<file path="src/rtl/mem_arbiter_pkg.sv">
// mem_arbiter_pkg: shared constants and helpers for the two-port memory arbiter.
//   ARB_IDLE/ARB_OWN0/ARB_OWN1 : FSM state encodings (which port owns the memory)
//   port_onehot()              : converts a port index into a one-hot grant vector
package mem_arbiter_pkg;

  typedef logic [1:0] arb_state_t;

  localparam logic [1:0] ARB_IDLE = 2'd0;
  localparam logic [1:0] ARB_OWN0 = 2'd1;
  localparam logic [1:0] ARB_OWN1 = 2'd2;

  // One-hot grant vector for a port index (0 = cpu, 1 = loader/DMA).
  function automatic logic [1:0] port_onehot(input logic port);
    return port ? 2'b10 : 2'b01;
  endfunction

endpackage

</file>
<file path="src/rtl/mem_arbiter_if.sv">
// mem_arbiter_if: requester-side bus of the memory arbiter.
//   req_i/we_i         per-port request and write enable (bit 0 = cpu, bit 1 = loader)
//   addr0_i/addr1_i    per-port address
//   wdata0_i/wdata1_i  per-port write data
//   gnt_o              one-hot grant (combinational, same cycle as the access)
//   rvalid_o           per-port read-data strobe, one cycle after a read grant
//   rdata_o            shared read data
// modport master: the requesters; modport slave: the arbiter.
interface mem_arbiter_if #(
  parameter int ADDR_WIDTH = 32,
  parameter int DATA_WIDTH = 8
);
  logic [1:0]            req_i;
  logic [1:0]            we_i;
  logic [ADDR_WIDTH-1:0] addr0_i;
  logic [ADDR_WIDTH-1:0] addr1_i;
  logic [DATA_WIDTH-1:0] wdata0_i;
  logic [DATA_WIDTH-1:0] wdata1_i;
  logic [1:0]            gnt_o;
  logic [1:0]            rvalid_o;
  logic [DATA_WIDTH-1:0] rdata_o;

  modport master (
    output req_i, we_i, addr0_i, addr1_i, wdata0_i, wdata1_i,
    input  gnt_o, rvalid_o, rdata_o
  );

  modport slave (
    input  req_i, we_i, addr0_i, addr1_i, wdata0_i, wdata1_i,
    output gnt_o, rvalid_o, rdata_o
  );
endinterface

</file>
<file path="src/rtl/mem_arbiter_burst_counter.sv">
// mem_arbiter_burst_counter: saturating count of consecutive grants to the current owner.
//   clk, rst   clock and asynchronous active-high reset
//   load_one   start a new burst (count becomes 1)
//   inc        another grant to the same owner (count +1, saturating at MAX_BURST)
//   at_max     count has reached MAX_BURST
module mem_arbiter_burst_counter #(
  parameter int MAX_BURST = 4
) (
  input  logic clk,
  input  logic rst,
  input  logic load_one,
  input  logic inc,
  output logic at_max
);

  localparam int CNT_W = $clog2(MAX_BURST + 1);

  logic [CNT_W-1:0] cnt_q;
  logic [CNT_W-1:0] cnt_d;

  assign at_max = (cnt_q == CNT_W'(MAX_BURST));

  // Next count: load 1, increment until saturation, or hold.
  always_comb begin
    cnt_d = cnt_q;
    if (load_one) begin
      cnt_d = CNT_W'(1);
    end else if (inc && !at_max) begin
      cnt_d = cnt_q + CNT_W'(1);
    end else begin
      cnt_d = cnt_q;
    end
  end

  // Count register.
  always_ff @(posedge clk or posedge rst) begin
    if (rst) begin
      cnt_q <= '0;
    end else begin
      cnt_q <= cnt_d;
    end
  end

endmodule

</file>
<file path="src/rtl/mem_arbiter.sv">
// mem_arbiter: shares a single-port byte memory between the cpu (port 0) and the
// loader/DMA (port 1) with round-robin arbitration and bounded bursts.
//   clk, rst        clock and asynchronous active-high reset
//   bus             requester bus (mem_arbiter_if.slave)
//   mem_address     address to memory, from the granted port (port 0 when idle)
//   mem_write_data  write data to memory, from the granted port (port 0 when idle)
//   mem_write_en    write strobe to memory (granted port is writing)
//   mem_read_data   synchronous read data from memory, passed straight to rdata_o
module mem_arbiter
  import mem_arbiter_pkg::*;
#(
  parameter int ADDR_WIDTH = 32,
  parameter int DATA_WIDTH = 8,
  parameter int MAX_BURST  = 4
) (
  input  logic                  clk,
  input  logic                  rst,
  mem_arbiter_if.slave          bus,
  output logic [ADDR_WIDTH-1:0] mem_address,
  output logic [DATA_WIDTH-1:0] mem_write_data,
  output logic                  mem_write_en,
  input  logic [DATA_WIDTH-1:0] mem_read_data
);

  arb_state_t state_q, state_d;
  logic       last_q, last_d;
  logic [1:0] rvalid_q, rvalid_d;
  logic [1:0] gnt_raw_s;
  logic [1:0] gnt_s;
  logic       at_max_s;
  logic       cnt_load_s;
  logic       cnt_inc_s;

  // Grant decision from the current owner and the live requests.
  always_comb begin
    gnt_raw_s = 2'b00;
    case (state_q)
      ARB_IDLE: begin
        if (bus.req_i[0] && bus.req_i[1]) begin
          gnt_raw_s = port_onehot(~last_q);
        end else if (bus.req_i[0]) begin
          gnt_raw_s = 2'b01;
        end else if (bus.req_i[1]) begin
          gnt_raw_s = 2'b10;
        end else begin
          gnt_raw_s = 2'b00;
        end
      end
      ARB_OWN0: begin
        // Owner keeps the memory unless the other port waits and the burst is used up.
        if (bus.req_i[0] && !(bus.req_i[1] && at_max_s)) begin
          gnt_raw_s = 2'b01;
        end else if (bus.req_i[1]) begin
          gnt_raw_s = 2'b10;
        end else begin
          gnt_raw_s = 2'b00;
        end
      end
      ARB_OWN1: begin
        if (bus.req_i[1] && !(bus.req_i[0] && at_max_s)) begin
          gnt_raw_s = 2'b10;
        end else if (bus.req_i[0]) begin
          gnt_raw_s = 2'b01;
        end else begin
          gnt_raw_s = 2'b00;
        end
      end
      default: begin
        gnt_raw_s = 2'b00;
      end
    endcase
  end

  // No grant may reach memory while reset is held.
  assign gnt_s     = gnt_raw_s & {2{~rst}};
  assign bus.gnt_o = gnt_s;

  // Next owner, round-robin pointer, burst control and read-return strobes.
  always_comb begin
    state_d    = ARB_IDLE;
    last_d     = last_q;
    cnt_load_s = 1'b0;
    cnt_inc_s  = 1'b0;
    rvalid_d   = gnt_s & ~bus.we_i;
    if (gnt_s[0]) begin
      state_d    = ARB_OWN0;
      last_d     = 1'b0;
      cnt_load_s = (state_q != ARB_OWN0);
      cnt_inc_s  = (state_q == ARB_OWN0);
    end else if (gnt_s[1]) begin
      state_d    = ARB_OWN1;
      last_d     = 1'b1;
      cnt_load_s = (state_q != ARB_OWN1);
      cnt_inc_s  = (state_q == ARB_OWN1);
    end else begin
      state_d    = ARB_IDLE;
      last_d     = last_q;
    end
  end

  // Memory mux: follows the granted port; port 0 drives the bus when nobody is granted.
  always_comb begin
    if (gnt_s[1]) begin
      mem_address    = bus.addr1_i;
      mem_write_data = bus.wdata1_i;
    end else begin
      mem_address    = bus.addr0_i;
      mem_write_data = bus.wdata0_i;
    end
  end

  assign mem_write_en = |(gnt_s & bus.we_i);
  assign bus.rvalid_o = rvalid_q;
  assign bus.rdata_o  = mem_read_data;

  mem_arbiter_burst_counter #(
    .MAX_BURST (MAX_BURST)
  ) u_burst_counter (
    .clk      (clk),
    .rst      (rst),
    .load_one (cnt_load_s),
    .inc      (cnt_inc_s),
    .at_max   (at_max_s)
  );

  // Owner, round-robin pointer and read-valid registers; last=1 lets port 0 win first.
  always_ff @(posedge clk or posedge rst) begin
    if (rst) begin
      state_q  <= ARB_IDLE;
      last_q   <= 1'b1;
      rvalid_q <= 2'b00;
    end else begin
      state_q  <= state_d;
      last_q   <= last_d;
      rvalid_q <= rvalid_d;
    end
  end

endmodule

</file>
<file path="src/flat_wrapper.sv">
// flat-port wrapper written by rule: the top's interface ports become plain ports
module mem_arbiter_flat import mem_arbiter_pkg::*;
#(
  parameter int ADDR_WIDTH = 32,
  parameter int DATA_WIDTH = 8,
  parameter int MAX_BURST  = 4
)
  (clk, rst, mem_address, mem_write_data, mem_write_en, mem_read_data, bus_req_i, bus_we_i, bus_addr0_i, bus_addr1_i, bus_wdata0_i, bus_wdata1_i, bus_gnt_o, bus_rvalid_o, bus_rdata_o);
  mem_arbiter_if #(.ADDR_WIDTH(ADDR_WIDTH), .DATA_WIDTH(DATA_WIDTH)) bus_i ();
  input  logic clk;
  input  logic rst;
  output logic [ADDR_WIDTH-1:0] mem_address;
  output logic [DATA_WIDTH-1:0] mem_write_data;
  output logic mem_write_en;
  input  logic [DATA_WIDTH-1:0] mem_read_data;
  input wire logic [$bits(bus_i.req_i)-1:0] bus_req_i;
  input wire logic [$bits(bus_i.we_i)-1:0] bus_we_i;
  input wire logic [$bits(bus_i.addr0_i)-1:0] bus_addr0_i;
  input wire logic [$bits(bus_i.addr1_i)-1:0] bus_addr1_i;
  input wire logic [$bits(bus_i.wdata0_i)-1:0] bus_wdata0_i;
  input wire logic [$bits(bus_i.wdata1_i)-1:0] bus_wdata1_i;
  output wire logic [$bits(bus_i.gnt_o)-1:0] bus_gnt_o;
  output wire logic [$bits(bus_i.rvalid_o)-1:0] bus_rvalid_o;
  output wire logic [$bits(bus_i.rdata_o)-1:0] bus_rdata_o;
  assign bus_i.req_i = bus_req_i;
  assign bus_i.we_i = bus_we_i;
  assign bus_i.addr0_i = bus_addr0_i;
  assign bus_i.addr1_i = bus_addr1_i;
  assign bus_i.wdata0_i = bus_wdata0_i;
  assign bus_i.wdata1_i = bus_wdata1_i;
  assign bus_gnt_o = bus_i.gnt_o;
  assign bus_rvalid_o = bus_i.rvalid_o;
  assign bus_rdata_o = bus_i.rdata_o;
  mem_arbiter #(.ADDR_WIDTH(ADDR_WIDTH), .DATA_WIDTH(DATA_WIDTH), .MAX_BURST(MAX_BURST)) u_core (.clk(clk), .rst(rst), .bus(bus_i), .mem_address(mem_address), .mem_write_data(mem_write_data), .mem_write_en(mem_write_en), .mem_read_data(mem_read_data));
endmodule
</file>
<file path="config.mk">
export PLATFORM = sky130hd
export DESIGN_NAME = mem_arbiter_flat
export DESIGN_NICKNAME = d
export VERILOG_FILES = /design/src/rtl/mem_arbiter_pkg.sv /design/src/rtl/mem_arbiter_if.sv /design/src/rtl/mem_arbiter_burst_counter.sv /design/src/rtl/mem_arbiter.sv /design/src/flat_wrapper.sv
export SDC_FILE = /design/constraint.sdc
export NUM_CORES = 1
export LEC_CHECK = 0
export CAP_MARGIN = 10
export CORE_AREA = 5 5 101 56
export CTS_CLUSTER_SIZE = 12
export DETAILED_ROUTE_END_ITERATION = 10
export DIE_AREA = 0 0 106 61
export PLACE_DENSITY_LB_ADDON = 0.15
export SLEW_MARGIN = 20
export SYNTH_ARGS = -nofsm -noshare
export SYNTH_HDL_FRONTEND = slang
export SYNTH_SLANG_ARGS = --single-unit
</file>
<file path="constraint.sdc">
create_clock -name clk -period 2.5 [get_ports clk]
set_clock_uncertainty 0.05 [all_clocks]
set_input_delay 0.375 -clock clk [delete_from_list [all_inputs] [get_ports clk]]
set_output_delay 0.375 -clock clk [all_outputs]
set_load 0.03 [all_outputs]
</file>
## Yosys cells after proc, flatten, opt, wreduce, memory -nomap -nowiden

Cells that the tools add are included.
Widths: inputs -> output; s select.

| cells by class | value |
|---|---|
| $add $sub $neg | 1 |
| eq/ne operators | 5 |
| muxes and demuxes | 20 |
| bitwise gates (word level) | 5 |
| reduce and logical (&&, ||, !) cells | 13 |

Operators by type and width:

| operator | number |
|---|---|
| $mux 32 | 1 |
| $mux 2 | 8 |
| $mux 8 | 1 |
| $mux 1 | 7 |
| $and 2x2->2 | 3 |
| $logic_and 1x1->1 | 6 |
| $mux 3 | 2 |
| $pmux 2 s3 | 1 |
| $reduce_bool 2->1 | 2 |
| $add 3x1->3 const B | 1 |
| $eq 3x3->1 const B | 1 |
| $logic_not 1->1 | 3 |
| $eq 2x1->1 const B | 1 |
| $eq 2x2->1 const B | 1 |
| $logic_not 2->1 | 1 |
| $ne 2x1->1 const B | 1 |
| $ne 2x2->1 const B | 1 |
| $not 2->2 | 1 |
| $reduce_or 2->1 | 1 |
| $not 1->1 | 1 |

| word-level totals | value |
|---|---|
| flip-flop bits (word level) | 8 |
| input port bits | 94 |
| output and inout bits | 53 |
| word-level logic and storage cells | 48 |

## Depth between registers and ports, before layout

Gate-level depths: netlist (run 1).

| depth | value |
|---|---|
| depth after elaboration | 12 |
| depth in mapped cells | 7 |
| mapped depth without buffers | 7 |

## By module

Synthesis (run 1) repeated with hierarchy kept, for this count alone.

| second synthesis, totals | value |
|---|---|
| cells, all modules | 106 |
| area total of the unflattened synthesis | 1094.8 µm² |

Modules (own cells, without submodules):

| module | instances | cells each | area each (µm²) |
|---|---|---|---|
| mem_arbiter | 1 | 87 | 898.4 |
| mem_arbiter_burst_counter | 1 | 19 | 196.4 |

## Least setup slack after synthesis (run 1)

No wires, ideal clock.

| path | value |
|---|---|
| path type | register to output |
| start | register u_core.u_burst_counter.cnt_q[0] |
| end | output port mem_write_data[1] |
| data arrival time | 1994 ps |
| slack | 81 ps |
| stages on the path, launching flop included | 8 |
| path buffers | 1 |
| cells stage by stage | dfrtp_1 > inv_1 > ha_1 > nand2_1 > a21o_1 > a211oi_4 > buf_6 > mux2_4 |

| on the way | value |
|---|---|
| word-level cells in the longest chain between the ends | 8 |
| elaborated cells between the ends (all ways) | 12 |
| those cells by class | 1 x eq/ne; 4 x mux; 1 x bitwise; 6 x reduce/logical |

Ends and longest elaborated chain:

| element | RTL line | source |
|---|---|---|
| from (decl) | mem_arbiter_burst_counter.sv:18 | `logic [CNT_W-1:0] cnt_q;` |
| from (signal assigned) | mem_arbiter_burst_counter.sv:40 | `cnt_q <= cnt_d;` |
| $eq 3x3->1 (*) | mem_arbiter_burst_counter.sv:21 | `assign at_max = (cnt_q == CNT_W'(MAX_BURST));` |
| $logic_and 1x1->1 (on tied branches) | mem_arbiter.sv:60, mem_arbiter.sv:51 |  |
| $logic_not 1->1 (on tied branches) | mem_arbiter.sv:60, mem_arbiter.sv:51 |  |
| $logic_and 1x1->1 (on tied branches) | mem_arbiter.sv:60, mem_arbiter.sv:51 |  |
| $mux 2 (on tied branches) | mem_arbiter.sv:60, mem_arbiter.sv:51 |  |
| $pmux 2 s3 (*) | mem_arbiter.sv:37 | `case (state_q)` |
| $and 2x2->2 (*) | mem_arbiter.sv:75 | `assign gnt_s = gnt_raw_s & {2{~rst}};` |
| named net bus_gnt_o[1] | flat_wrapper.sv:22 | `output wire logic [$bits(bus_i.gnt_o)-1:0] bus_gnt_o;` |
| $mux 8 (*) | mem_arbiter.sv:103 | `if (gnt_s[1]) begin` |
| to (decl) | flat_wrapper.sv:13 | `output logic [DATA_WIDTH-1:0] mem_write_data;` |

Mark *: on every way through the listed nets, which the timed path passes. The rest lies on a longest branch.

## Final worst setup path (run 1)

| path | value |
|---|---|
| start | register u_core.last_q |
| end | output port mem_address[21] |

| on the way | value |
|---|---|
| word-level cells in the longest chain between the ends | 5 |

Ends and longest elaborated chain:

| element | RTL line | source |
|---|---|---|
| from (decl) | mem_arbiter.sv:26 | `logic last_q, last_d;` |
| from (signal assigned) | mem_arbiter.sv:134 | `last_q <= last_d;` |
| $mux 2 | mem_arbiter_pkg.sv:14 | `return port ? 2'b10 : 2'b01;` |
| $mux 2 | mem_arbiter.sv:39 | `if (bus.req_i[0] && bus.req_i[1]) begin` |
| $pmux 2 s3 | mem_arbiter.sv:37 |  |
| $and 2x2->2 | mem_arbiter.sv:75 |  |
| $mux 32 | mem_arbiter.sv:103 |  |
| to (decl) | flat_wrapper.sv:12 | `output logic [ADDR_WIDTH-1:0] mem_address;` |

No other way between the ends.

==> results of run 1 <==
[cell usage after synthesis (2+ instances only)]
cell type	count
buf_6	5
a21oi_1	2
ha_1	2
o21ai_0	3
mux2_4	36
nand3_1	3
buf_4	9
mux2_2	4
nor2_1	2
nor2b_1	2
nand2b_1	4
nand2_1	2
inv_1	4
dfrtp_1	7
nor4bb_1	2
[worst reg2reg max path: stages (launching register included)]
cell	delay [ns]
dfstp_2	0.52
or3b_1	0.36
a21boi_2	0.21
a211oi_4	0.06
buf_6	0.14
buf_16	0.15
buf_6	0.12
buf_4	0.13
buf_6	0.11
nor2b_1	0.11
[path summary, 6_finish.rpt]
| check | start | endpoint | slack [ns] |
|---|---|---|---|
| hold reg to reg | u_core.state_q[0] | u_core.state_q[1] | 0.59 |
| min in group clk | u_core.state_q[0] | u_core.state_q[1] | 0.59 |
| max in group asynchronous | rst | u_core.last_q | 1.59 |
| setup / recovery | u_core.last_q | mem_address[21] | -0.15 |
| setup reg to reg | u_core.last_q | u_core.bus.rvalid_o[1] | 0.43 |
| hold / removal | rst | u_core.bus.rvalid_o[1] | 0.52 |
[flip-flops by register name (all words and copies together), names as in the netlist]
signal	cells
u_core.u_burst_counter.cnt_q	3
u_core.last_q	1
u_core.state_q	2
u_core.bus.rvalid_o	2
[kinds of logic after synthesis]
family,count (synthesis),share of synthesized area [%]
xor+xnor,1,0.724
compound gates,13,8.58
fa+ha+maj,2,2.07
simple gates,21,10.9
buf+inv,19,11.9
mux,41,49.2
flops,8,16.6
[per-layer routing]
| metal | vias up | wire length [um] |
|---|---|---|
| met3 | 6 | 459 |
| met1 | 624 | 2360 |
| met4 | 0 | 34 |
| li1 | 684 | - |
| met5 | - | 0 |
| met2 | 57 | 2660 |
[where the power goes]
part / switching, W / total (W) / internal, W
Sequential: 0.0000123 / 0.000160 / 0.000148
Clock: 0.0000517 / 0.000162 / 0.000111
Combinational: 0.000319 / 0.000782 / 0.000463
Total: 0.000383 / 0.00110 / 0.000722
[stage by stage]
stage / setup TNS (ns) / std cells
floorplan: 0 / 105
global placement: -11.63 / 303
detailed placement: -12.69 / 303
CTS: -6.46 / 319
global route: -7.33 / 319
finish: -3.68 / 319
[area by class of cell]
class	instances	area share, %
multi-input combinational	78	30.2
timing repair buffer	165	58.6
sequential	8	6.72
tap	60	2.50
clock buffer	4	1.50
inverter	4	0.501
[cell usage in the layout, fill, tap and decap left out, drive strengths merged, types with 2 or more instances in the layout]
| cell | n |
|---|---|
| nor4bb | 2 |
| buf | 78 |
| nand2b | 4 |
| ha | 2 |
| nand3 | 3 |
| mux2 | 40 |
| a21oi | 2 |
| inv | 4 |
| a211oi | 2 |
| clkbuf | 4 |
| dfrtp | 7 |
| clkdlybuf4s50 | 87 |
| nor2b | 2 |
| nor2 | 2 |
| a21boi | 2 |
| nand2 | 2 |
| o21ai | 3 |
[repair_timing]
action	in CTS	in global routing
hold endpoints to repair	0	0
setup buffers	9	1
resized for setup	197	11
gates cloned	3	0
pin swaps	3	3
setup endpoints to repair	42	42
==> results.yml, run 1 <==
run_status:
  outcome: "finished with violations"
  violations: "negative setup slack"
synthesis:
  synth_edf_count: 0
  ys_types: 33
  synth_cells: 105
  synth_area_per_cell_um2: 11.5
  synth_seq_cells: 8
  ys.flop_type: "dfrtp_1"
  postSynth.asyncResetShare_pct: 100
  synth.area.top_cells: "mux2_4 (45%), dfrtp_1 (14%), buf_4 (5.6%)"
  synthesis.nets: 201
  ys_seq_area_share_pct: 16.6
  synth_largest_area_cell: "mux2_4"
  synth_area_um2: 1210
  ys_warn_count: 0
  yosys.area.top_type_share_pct: 44.7
sta:
  final_hold_viol_count: 0
  fmax_mhz: 377
  fin_ws_ns: -0.152
  relSlewSlack_pct: 74.1
  fin_crit_sh_pct: 106
  holdWs_ns: 0.521
  rsz0062_at_grt: "yes"
  fin_crit_ns: 2.65
  setup_viol: 42
  maxSlewViolCount: 0
  tightest_slew_ns: 0.384
power:
  p_leak_nw: 1.37
  p_per_area_nw_per_um2: 368
  vdd_drop_max_v: 0.000271
  total_power_w: 0.00110
die:
  fp.dieH_um: 61
  dieArea_um2: 6470
  die_w_um: 106
  io_pins: 147
  core_um2: 4680
  rows: 18
  start_util_pct: 25.8
clock_tree:
  clockBufferDepth: 2
  ctsHoldBuffers: 0
  cts.clk_slew.worst_paths_ns: 0.04
  cts_buffers: 3
  clock_latency_ns: 0.23
  ctsHtreeMaxLevel: 1
  cts_root_buf: "clkbuf_8"
  cts.sinks: 8
  cts_tree: "yes"
layout:
  nets: 356
  nFillCells: 384
  design_area_um2: 3000
  drive_gt1_share_pct: 49.8
  post-route-util_pct: 64.0
  regArea_um2: 201
  num_antenna_cells: 0
  multiInputGateArea_um2: 905
  synthToLayoutAreaGrowth_pct: 148
routing:
  vias: 1371
  drc: 0
  wire_per_inst_um: 17.3
  drt-pass1-iter-count: 4
  drt_wl_total_um: 5520
  vias_per_cell: 4.30
  ant_nets: 0
  drtIter0Drc: 68
place:
  place_hpwl_um: 4330
  placed_area_um2: 2590
  place_ws_ns: -0.483
  portBuffers: 130
  gp_congestion: 0.781
global_routing:
  overflow: 0
  grt_pass1_wl_um: 7570
  grtUsageMet1_pct: 20.5
  gr-usage-all-layers_pct: 15.2
  busiest_layer: "met2"
  grt_pass1_vias: 1349
  antenna_found_initial: 0
  grt_util_met3_pct: 4.89
  met2_usage_pct: 24.5
  grt_start_max_net_pins: 10
min_path:
  hold_class: "in -> async"
worst_setup_path:
  worstPathRequired_ns: 2.08
  crit_fanout: 8
  slowest_delay_ns: 0.52
  path_delay_family: "buffers and inverters"
  worst-path-stages: 8
  critPathBufInv: 4
  critPathKind: "reg -> out"
  reg2reg_depth: 9
  crit_top_cell: "buf_6"
  arrival_ns: 2.23
  path_cells: "or3b_1, a21boi_2, a211oi_4, buf_6, buf_16, buf_8, mux2_4, buf_6"
  startpoint_type: "register"
  cp-end-kind: "output port"
  slowest_stage: "dfstp_2"
job:
  maxCapViolations: 0
(Power assumes the default switching activity.)
==> run 2, diff against run 1 <==
- SETUP_SLACK_MARGIN: unset -> 0.02
==> results of run 2 <==
The final DEF is identical to that of run 1; final timing and power are the same.
